==> config.mk <==
export PLATFORM = sky130hd
export DESIGN_NAME = vm_change_dispenser_flat
export DESIGN_NICKNAME = d
export VERILOG_FILES = /design/src/rtl/vm_change_dispenser_pkg.sv /design/src/rtl/vm_change_dispenser_if.sv /design/src/rtl/vm_change_dispenser_coin_pick.sv /design/src/rtl/vm_change_dispenser.sv /design/src/flat_wrapper.sv
export SDC_FILE = /design/constraint.sdc
export NUM_CORES = 1
export LEC_CHECK = 0
export BUFFER_PORTS_ARGS = -buffer_cell sky130_fd_sc_hd__buf_4
export CAP_MARGIN = 20
export CORE_MARGIN = 2
export CORE_UTILIZATION = 35
export DETAILED_ROUTE_END_ITERATION = 6
export GPL_TIMING_DRIVEN = 1
export PLACE_DENSITY_LB_ADDON = 0.05
export SLEW_MARGIN = 30
export SYNTH_ARGS = -nofsm -noshare
export SYNTH_HDL_FRONTEND = slang
export SYNTH_SLANG_ARGS = --single-unit
==> constraint.sdc <==
create_clock -name clk -period 2.4 [get_ports clk]
set_clock_uncertainty 0.05 [all_clocks]
set_input_delay 0.36 -clock clk [delete_from_list [all_inputs] [get_ports clk]]
set_output_delay 0.36 -clock clk [all_outputs]
set_load 0.02 [all_outputs]
==> src/rtl/vm_change_dispenser_pkg.sv <==
// Shared vending-machine definitions: coin denominations, widths and the
// change-dispenser FSM encoding.
package vm_change_dispenser_pkg;

  localparam int unsigned kNumCoins  = 3;
  localparam int unsigned kWaitTimeW = 32;
  localparam int unsigned kBalW      = 31;

  localparam int unsigned kCoinVal0 = 100;
  localparam int unsigned kCoinVal1 = 500;
  localparam int unsigned kCoinVal2 = 1000;

  typedef enum logic [1:0] {
    StIdle,
    StSelect,
    StDispense,
    StDone
  } state_e;

  function automatic int unsigned coin_val(input int unsigned idx);
    case (idx)
      0:       return kCoinVal0;
      1:       return kCoinVal1;
      2:       return kCoinVal2;
      default: return 0;
    endcase
  endfunction

endpackage

==> src/rtl/vm_change_dispenser_if.sv <==
// Coin-hopper handshake: the dispenser presents one-hot coins, the hopper
// acknowledges with ready and reports which coin tubes are empty.
interface vm_change_dispenser_if;

  logic                                          return_valid;
  logic [vm_change_dispenser_pkg::kNumCoins-1:0] return_coin;
  logic                                          hopper_ready;
  logic [vm_change_dispenser_pkg::kNumCoins-1:0] coin_empty;

  modport master (
    output return_valid,
    output return_coin,
    input  hopper_ready,
    input  coin_empty
  );

  modport slave (
    input  return_valid,
    input  return_coin,
    output hopper_ready,
    output coin_empty
  );

endinterface

==> src/rtl/vm_change_dispenser_coin_pick.sv <==
// Combinational coin chooser: largest in-stock coin that still fits in the
// remaining balance.
module vm_coin_pick
  import vm_change_dispenser_pkg::*;
#(
  parameter int unsigned BAL_W = kBalW
) (
  input  logic [BAL_W-1:0]     rem,
  input  logic [kNumCoins-1:0] coin_empty,
  output logic                 pick_valid,
  output logic [kNumCoins-1:0] pick_onehot,
  output logic [BAL_W-1:0]     pick_val
);

  // Ascending scan so the highest qualifying index overwrites smaller ones.
  always_comb begin
    pick_valid  = 1'b0;
    pick_onehot = '0;
    pick_val    = '0;
    for (int unsigned i = 0; i < kNumCoins; i++) begin
      if (!coin_empty[i] && (BAL_W'(coin_val(i)) <= rem)) begin
        pick_valid     = 1'b1;
        pick_onehot    = '0;
        pick_onehot[i] = 1'b1;
        pick_val       = BAL_W'(coin_val(i));
      end
    end
  end

endmodule

==> src/rtl/vm_change_dispenser.sv <==
// Returns the latched balance as coins to the hopper once the wait timer
// expires, reporting the total returned and any unreturnable residual.
module vm_change_dispenser
  import vm_change_dispenser_pkg::*;
#(
  parameter int unsigned BAL_W = kBalW
) (
  input  logic                   clk,
  input  logic                   reset_n,
  vm_change_dispenser_if.master  hop,
  input  logic [kWaitTimeW-1:0]  i_wait_time,
  input  logic [BAL_W-1:0]       i_balance,
  output logic                   o_busy,
  output logic                   o_done,
  output logic                   o_clear_balance,
  output logic [BAL_W-1:0]       o_returned,
  output logic [BAL_W-1:0]       o_residual
);

  state_e                state_q;
  logic [kWaitTimeW-1:0] prev_wait_q;
  logic [BAL_W-1:0]      rem_q;
  logic [BAL_W-1:0]      val_q;
  logic                  valid_q;
  logic [kNumCoins-1:0]  coin_q;

  logic                  expiry;
  logic                  pick_valid;
  logic [kNumCoins-1:0]  pick_onehot;
  logic [BAL_W-1:0]      pick_val;

  assign expiry           = (i_wait_time == '0) && (prev_wait_q != '0);
  assign o_busy           = (state_q != StIdle);
  assign hop.return_valid = valid_q;
  assign hop.return_coin  = coin_q;

  vm_coin_pick #(
    .BAL_W (BAL_W)
  ) u_coin_pick (
    .rem         (rem_q),
    .coin_empty  (hop.coin_empty),
    .pick_valid  (pick_valid),
    .pick_onehot (pick_onehot),
    .pick_val    (pick_val)
  );

  always_ff @(posedge clk) begin
    if (!reset_n) begin
      state_q         <= StIdle;
      prev_wait_q     <= '0;
      rem_q           <= '0;
      val_q           <= '0;
      valid_q         <= 1'b0;
      coin_q          <= '0;
      o_done          <= 1'b0;
      o_clear_balance <= 1'b0;
      o_returned      <= '0;
      o_residual      <= '0;
    end else begin
      prev_wait_q     <= i_wait_time;
      o_done          <= 1'b0;
      o_clear_balance <= 1'b0;
      case (state_q)
        StIdle: begin
          if (expiry && (i_balance != '0)) begin
            rem_q      <= i_balance;
            o_returned <= '0;
            o_residual <= '0;
            state_q    <= StSelect;
          end
        end
        StSelect: begin
          if (pick_valid) begin
            coin_q  <= pick_onehot;
            val_q   <= pick_val;
            valid_q <= 1'b1;
            state_q <= StDispense;
          end else begin
            // Pulses are raised here so they are visible during the DONE cycle.
            o_done          <= 1'b1;
            o_clear_balance <= 1'b1;
            state_q         <= StDone;
          end
        end
        StDispense: begin
          if (hop.hopper_ready) begin
            rem_q      <= rem_q - val_q;
            o_returned <= o_returned + val_q;
            valid_q    <= 1'b0;
            coin_q     <= '0;
            state_q    <= StSelect;
          end
        end
        StDone: begin
          o_residual <= rem_q;
          state_q    <= StIdle;
        end
        default: state_q <= StIdle;
      endcase
    end
  end

endmodule

==> src/flat_wrapper.sv <==
// flat-port wrapper written by rule: the top's interface ports become plain ports
module vm_change_dispenser_flat import vm_change_dispenser_pkg::*;
#(
  parameter int unsigned BAL_W = kBalW
)
  (clk, reset_n, i_wait_time, i_balance, o_busy, o_done, o_clear_balance, o_returned, o_residual, hop_return_valid, hop_return_coin, hop_hopper_ready, hop_coin_empty);
  vm_change_dispenser_if hop_i ();
  input  logic clk;
  input  logic reset_n;
  input  logic [kWaitTimeW-1:0] i_wait_time;
  input  logic [BAL_W-1:0] i_balance;
  output logic o_busy;
  output logic o_done;
  output logic o_clear_balance;
  output logic [BAL_W-1:0] o_returned;
  output logic [BAL_W-1:0] o_residual;
  output wire logic [$bits(hop_i.return_valid)-1:0] hop_return_valid;
  output wire logic [$bits(hop_i.return_coin)-1:0] hop_return_coin;
  input wire logic [$bits(hop_i.hopper_ready)-1:0] hop_hopper_ready;
  input wire logic [$bits(hop_i.coin_empty)-1:0] hop_coin_empty;
  assign hop_return_valid = hop_i.return_valid;
  assign hop_return_coin = hop_i.return_coin;
  assign hop_i.hopper_ready = hop_hopper_ready;
  assign hop_i.coin_empty = hop_coin_empty;
  vm_change_dispenser #(.BAL_W(BAL_W)) u_core (.clk(clk), .reset_n(reset_n), .hop(hop_i), .i_wait_time(i_wait_time), .i_balance(i_balance), .o_busy(o_busy), .o_done(o_done), .o_clear_balance(o_clear_balance), .o_returned(o_returned), .o_residual(o_residual));
endmodule
Word level (Yosys, flattened, before mapping). Index checks and enable logic that the tools add are counted.

Input bits: 69. Output and inout bits: 69. Bits in registers: 163.

Multiplexer cells: 27. $lt $le $gt $ge: 3. Reductions and logical operators: 22. Equal/unequal tests: 6. Add/sub/neg operators: 2.

Operators by type and width (count): $mux W31 (6); $pmux W31 S2 (3); $logic_not A32 Y1 (1); $reduce_bool A32 Y1 (1); $add A31 B31 Y31 (1); $le A10 B31 Y1 const A (1); $le A7 B31 Y1 const A (1); $le A9 B31 Y1 const A (1); $reduce_bool A31 Y1 (1); $sub A31 B31 Y31 (1); $mux W3 (4); $mux W1 (8); $pmux W2 S4 (1); $reduce_and A2 Y1 (4); $reduce_bool A2 Y1 (4); $mux W7 (1); $pmux W3 S2 (1); $reduce_and A3 Y1 (2); $logic_and A1 B1 Y1 (5); $eq A2 B2 Y1 const B (2); $mux W2 (2); $ne A2 B1 Y1 const B (2); $logic_not A1 Y1 (3); $eq A2 B1 Y1 const B (1); 3 further kinds (3).

Longest topological paths before layout.
Word-level depth: 7. Depth in mapped cells: 11. Gate-level depth less buffers: 10.

Hierarchy. Synthesis repeated with hierarchy kept, for this count alone.

Cell total of the unflattened synthesis: 1181. Area total of the unflattened synthesis: 9497.9 um^2.

Modules (own cells, without submodules): vm_change_dispenser (cells an instance 1122, instances 1, sequential area each 3263.1 um^2, area each 9048.7 um^2); vm_coin_pick (cells an instance 59, instances 1, sequential area each 0.0 um^2, area each 449.2 um^2).

Worst setup path before layout. OpenSTA, ideal clock, no wires.

Path kind: register to register. Start point: register u_core.o_returned[2]. End point: register u_core.o_returned[30]. Cell stages (with the launch flop): 12. Data arrival time: 2.377 ns. Slack: -0.155 ns. Data required time: 2.222 ns. Cells stage by stage: dfxtp_1 > ha_1 > inv_1 > fa_1 > nor2b_1 > o21ai_0 > a21boi_0 > o2111ai_1 > clkbuf_1 > nor4_1 > xnor2_1 > nor2_1.

Longest elaborated chain between the ends: 3.

RTL lines: from (decl) (line vm_change_dispenser.sv:16) `output logic [BAL_W-1:0] o_returned,`; from (signal assigned) (line vm_change_dispenser.sv:88) `o_returned <= o_returned + val_q;`; $add A31 B31 Y31 (line vm_change_dispenser.sv:88); $mux W31 (line vm_change_dispenser.sv:86) `if (hop.hopper_ready) begin`; $pmux W31 S2 (line vm_change_dispenser.sv:63) `case (state_q)`.

No other way between the ends. The select of a mux whose other input is x is not followed. A chain may end at the register's enable or synchronous reset.

Worst setup path after layout.
Start point: register u_core.rem_q[30]. End point: register u_core.val_q[4].

Longest elaborated chain between the ends: 6.

RTL lines: from (decl) (line vm_change_dispenser.sv:22) `logic [BAL_W-1:0] rem_q;`; from (signal assigned) (line vm_change_dispenser.sv:66) `rem_q <= i_balance;`; from (signal assigned) (line vm_change_dispenser.sv:87) `rem_q <= rem_q - val_q;`; $le A7 B31 Y1 (line vm_change_dispenser_coin_pick.sv:21) `if (!coin_empty[i] && (BAL_W'(coin_val(i)) <= rem)) begin`; $logic_and A1 B1 Y1 (line vm_change_dispenser_coin_pick.sv:21); $mux W1 (3 in series) (line vm_change_dispenser_coin_pick.sv:21); $reduce_and A2 Y1 (no source line); to (signal assigned) (line vm_change_dispenser.sv:75) `val_q <= pick_val;`; to (decl) (line vm_change_dispenser.sv:23) `logic [BAL_W-1:0] val_q;`.

Several ways; a longest one is shown, not always the timed one.

==> flow_metrics.py <==
metrics = {
    "synthesis": {
        "synth_top_family_by_area": "simple AND/OR/NAND/NOR gates",
        "synth_ff_type": "dfxtp_1",
        "synthArstFlopShare_pct": 0,
        "netlist_instances": 782,
        "synth_fa_ha_area_share_pct": 3.71,
        "synth-seq-area-share_pct": 41.8,
        "yosysUniqueCellTypes": 72,
        "synth_area_per_cell_um2": 8.28,
        "synth_compound_area_share_pct": 19.1,
        "synth_edf_count": 0,
        "synthMuxAreaShare_pct": 0.155,
        "synthXorXnorAreaFrac_pct": 2.30,
        "netlist_area_um2": 6470,
        "yosys_warnings": 0,
        "synthSimpleGateAreaFrac_pct": 28.9,
        "ys_ff_latch": 135,
    },
    "finish": {
        "diodes": 0,
        "drive_gt1_share_pct": 37.4,
        "instances_no_fill": 1243,
        "postLayoutCoreUtil_pct": 53.0,
        "mostFrequentLayoutCells": "233 x buf_4, 126 x dfxtp_1, 69 x nand2_1",
        "fin_area_um2": 9560,
        "syn2layout_area_growth_pct": 47.7,
        "layout_commonest_cell": "buf_4",
        "fin_nets": 1088,
    },
    "placement": {
        "place_hpwl_mm": 15.3,
        "dpl_cell_area_um2": 8460,
        "place.gp.congestion": 0.831,
        "placedCellCount": 1199,
        "port_buffers": 135,
    },
    "critical_path": {
        "slowest_stage": "or4_4",
        "endpoint_kind": "flip-flop",
        "startpoint": "u_core.rem_q[30]$_SDFFE_PN0P_",
        "crit_required_ns": 2.66,
        "worstPathMaxFanout": 6,
        "worstPathArrival_ns": 2.71,
        "reg2reg_setup_slack_ns": -0.05,
        "r2r_start": "u_core.rem_q[30]$_SDFFE_PN0P_",
        "crit_type": "flip-flop to flip-flop",
        "cp-start-kind": "flip-flop",
        "cp_cell_sequence": "or4_4 > nor4_4 > nor3b_4 > a31oi_4 > o21a_4 > o41ai_2",
        "worst_path_largest_cell_delay_ns": 0.54,
    },
    "run": {
        "maxCapViolations": 0,
    },
    "sta": {
        "min_period_over_period_pct": 102,
        "whs_ns": 0.101,
        "rsz0062_at_grt": "yes",
        "tightest_slew_ns": 0.547,
        "fmax_mhz": 409,
        "fin_ws_ns": -0.0459,
        "hold_viol": 0,
        "slew_violations": 0,
        "slew_headroom_pct": 63.5,
        "fin_crit_ns": 2.45,
        "setup_viol": 7,
    },
    "die": {
        "std_cell_rows": 49,
        "dieWidth_um": 140,
        "die-height_um": 140,
        "io_pins": 138,
        "initial_utilization_pct": 35.9,
        "core_area_um2": 18000,
        "die_area_um2": 19600,
    },
    "clock_tree": {
        "holdBufCountCts": 0,
        "root_buffer": "clkbuf_16",
        "cts_sinks": 135,
        "cts_max_level": 4,
        "cts_tree": "built",
        "clockBufferDepth": 2,
        "numCtsBuffers": 17,
        "cts.clk_slew.worst_paths_ns": 0.07,
        "clock_latency_ns": 0.43,
    },
    "route": {
        "drc": 0,
        "drtPass1Iterations": 5,
        "wl_mm": 21.3,
        "vias_per_cell": 5.39,
        "via_count": 6700,
        "drt_iter0_drc": 427,
        "drtAntennaViolNets": 0,
        "wl_per_cell_um": 17.1,
    },
    "global_routing": {
        "globalRouteTotalUtil_pct": 21.3,
        "grt_max_degree": 44,
        "grt_pass1_wl_mm": 33.9,
        "grt_pass1_vias": 6587,
        "grt_antenna_before_repair": 0,
        "grt_overflow": 0,
    },
    "power": {
        "ir_drop_mv": 0.465,
        "cellLeakagePower_nw": 3.80,
        "powerDensity_nw_per_um2": 536,
        "design_power_total_mw": 5.12,
    },
    "min_path": {
        "hp-class": "input pin to flip-flop",
        "min_from": "i_wait_time[21]",
    },
    "status": {
        "outcome": "finished, violations left",
        "violations": "negative setup slack",
    },
}
-- kinds of logic (layout without fill, tap and decap cells) --
| group | after synthesis | after routing |
|---|---|---|
| AO/OA/AOI/OAI | 188 | 188 |
| other | 1 | 2 |
| multiplexers | 1 | 1 |
| XOR/XNOR | 17 | 17 |
| flip-flops | 135 | 135 |
| AND/OR/NAND/NOR | 356 | 356 |
| buffers and inverters | 66 | 297 |
| adder cells (fa/ha/maj) | 18 | 18 |
-- cell usage after synthesis, types with 3 or more instances --
master | instances | area share, %
or3_1 | 14 | 1.4
nor2b_1 | 7 | 0.68
o211ai_1 | 3 | 0.35
buf_1 | 7 | 0.41
o21a_1 | 7 | 0.81
a22o_1 | 3 | 0.41
a22oi_1 | 9 | 1.0
buf_4 | 3 | 0.35
xor2_1 | 3 | 0.41
or2_2 | 5 | 0.48
ha_1 | 16 | 3.1
a21oi_1 | 69 | 5.3
nor2_1 | 69 | 4.0
clkbuf_1 | 39 | 2.3
or4_4 | 3 | 0.52
and3_1 | 8 | 0.77
a211oi_1 | 13 | 1.5
inv_1 | 15 | 0.87
and2_1 | 36 | 3.5
nand4_1 | 11 | 1.1
a311oi_1 | 5 | 0.68
or4_1 | 6 | 0.70
o22ai_1 | 4 | 0.39
o221ai_1 | 5 | 0.68
o21ai_0 | 30 | 2.3
nand2_1 | 69 | 4.0
a31oi_1 | 6 | 0.58
xnor2_1 | 14 | 1.9
nand2b_1 | 5 | 0.48
nand3_1 | 56 | 4.3
o31ai_1 | 4 | 0.46
nor3_1 | 25 | 1.9
nor4_1 | 29 | 2.8
dfxtp_1 | 135 | 42
-- path summary, 6_finish.rpt --
path / endpoint / cells past startpoint
worst max-delay path: u_core.val_q[4]$_SDFFE_PN0P_ / 6
worst min-delay path: u_core.prev_wait_q[21]$_SDFF_PN0_ / 2
worst min register to register: u_core.o_residual[26]$_SDFFE_PN0P_ / 2
worst max register to register: u_core.val_q[4]$_SDFFE_PN0P_ / 6
-- per-layer routing --
metal  up-vias  part of all wire (%)  track usage (%)
met4         0                   1.3             5.95
met5         -                     0                0
li1       3287                     -                -
met3        21                   4.9             4.14
met1      3199                    44             27.7
met2       193                    50             36.1
-- through the flow --
stage	TNS (ns)	setup WS [ns]
floorplan	0	0.000169
CTS	-0.0586	-0.0227
global route	-1.30	-0.117
global placement	-4.64	-0.280
finish	-0.167	-0.0459
detailed placement	-5.75	-0.295
-- timing repair --
action,4_1_cts,5_1_grt
cloned,1,1
endpoints found under the setup margin,32,45
buffers inserted,2,8
gates resized for setup,32,68
pin swaps,10,33
-- where the power goes --
group	internal [mW]	leakage, nW	switching (mW)
Clock	1.47	0.282	1.16
Sequential	2.27	1.10	0.00729
Combinational	0.112	2.42	0.101
Total	3.85	3.80	1.27
-- critical path: cells and delay by family, from the launching register on --
family / cells / cell delay, ns
simple gates: 3 / 1.26
compound gates: 3 / 0.69
flops: 1 / 0.33
-- final cells by class --
type | count | area, um^2
Sequential cell | 135 | 2720
Fill cell | 1722 | 8470
Inverter | 16 | 60.1
Clock inverter | 15 | 158
Timing Repair Buffer | 249 | 1990
Tap cell | 229 | 287
Clock buffer | 17 | 425
Multi-Input combinational cell | 582 | 3920
-- registers in the layout, indices dropped and copies added (netlist names) --
signal                   count
u_core.o_residual           31
u_core.o_returned           29
u_core.state_q               2
u_core.hop.return_valid      1
u_core.hop.return_coin       3
u_core.prev_wait_q          32
u_core.val_q                 5
u_core.o_clear_balance       1
u_core.rem_q                31
No activity file was read; power rests on OpenSTA's default activity.
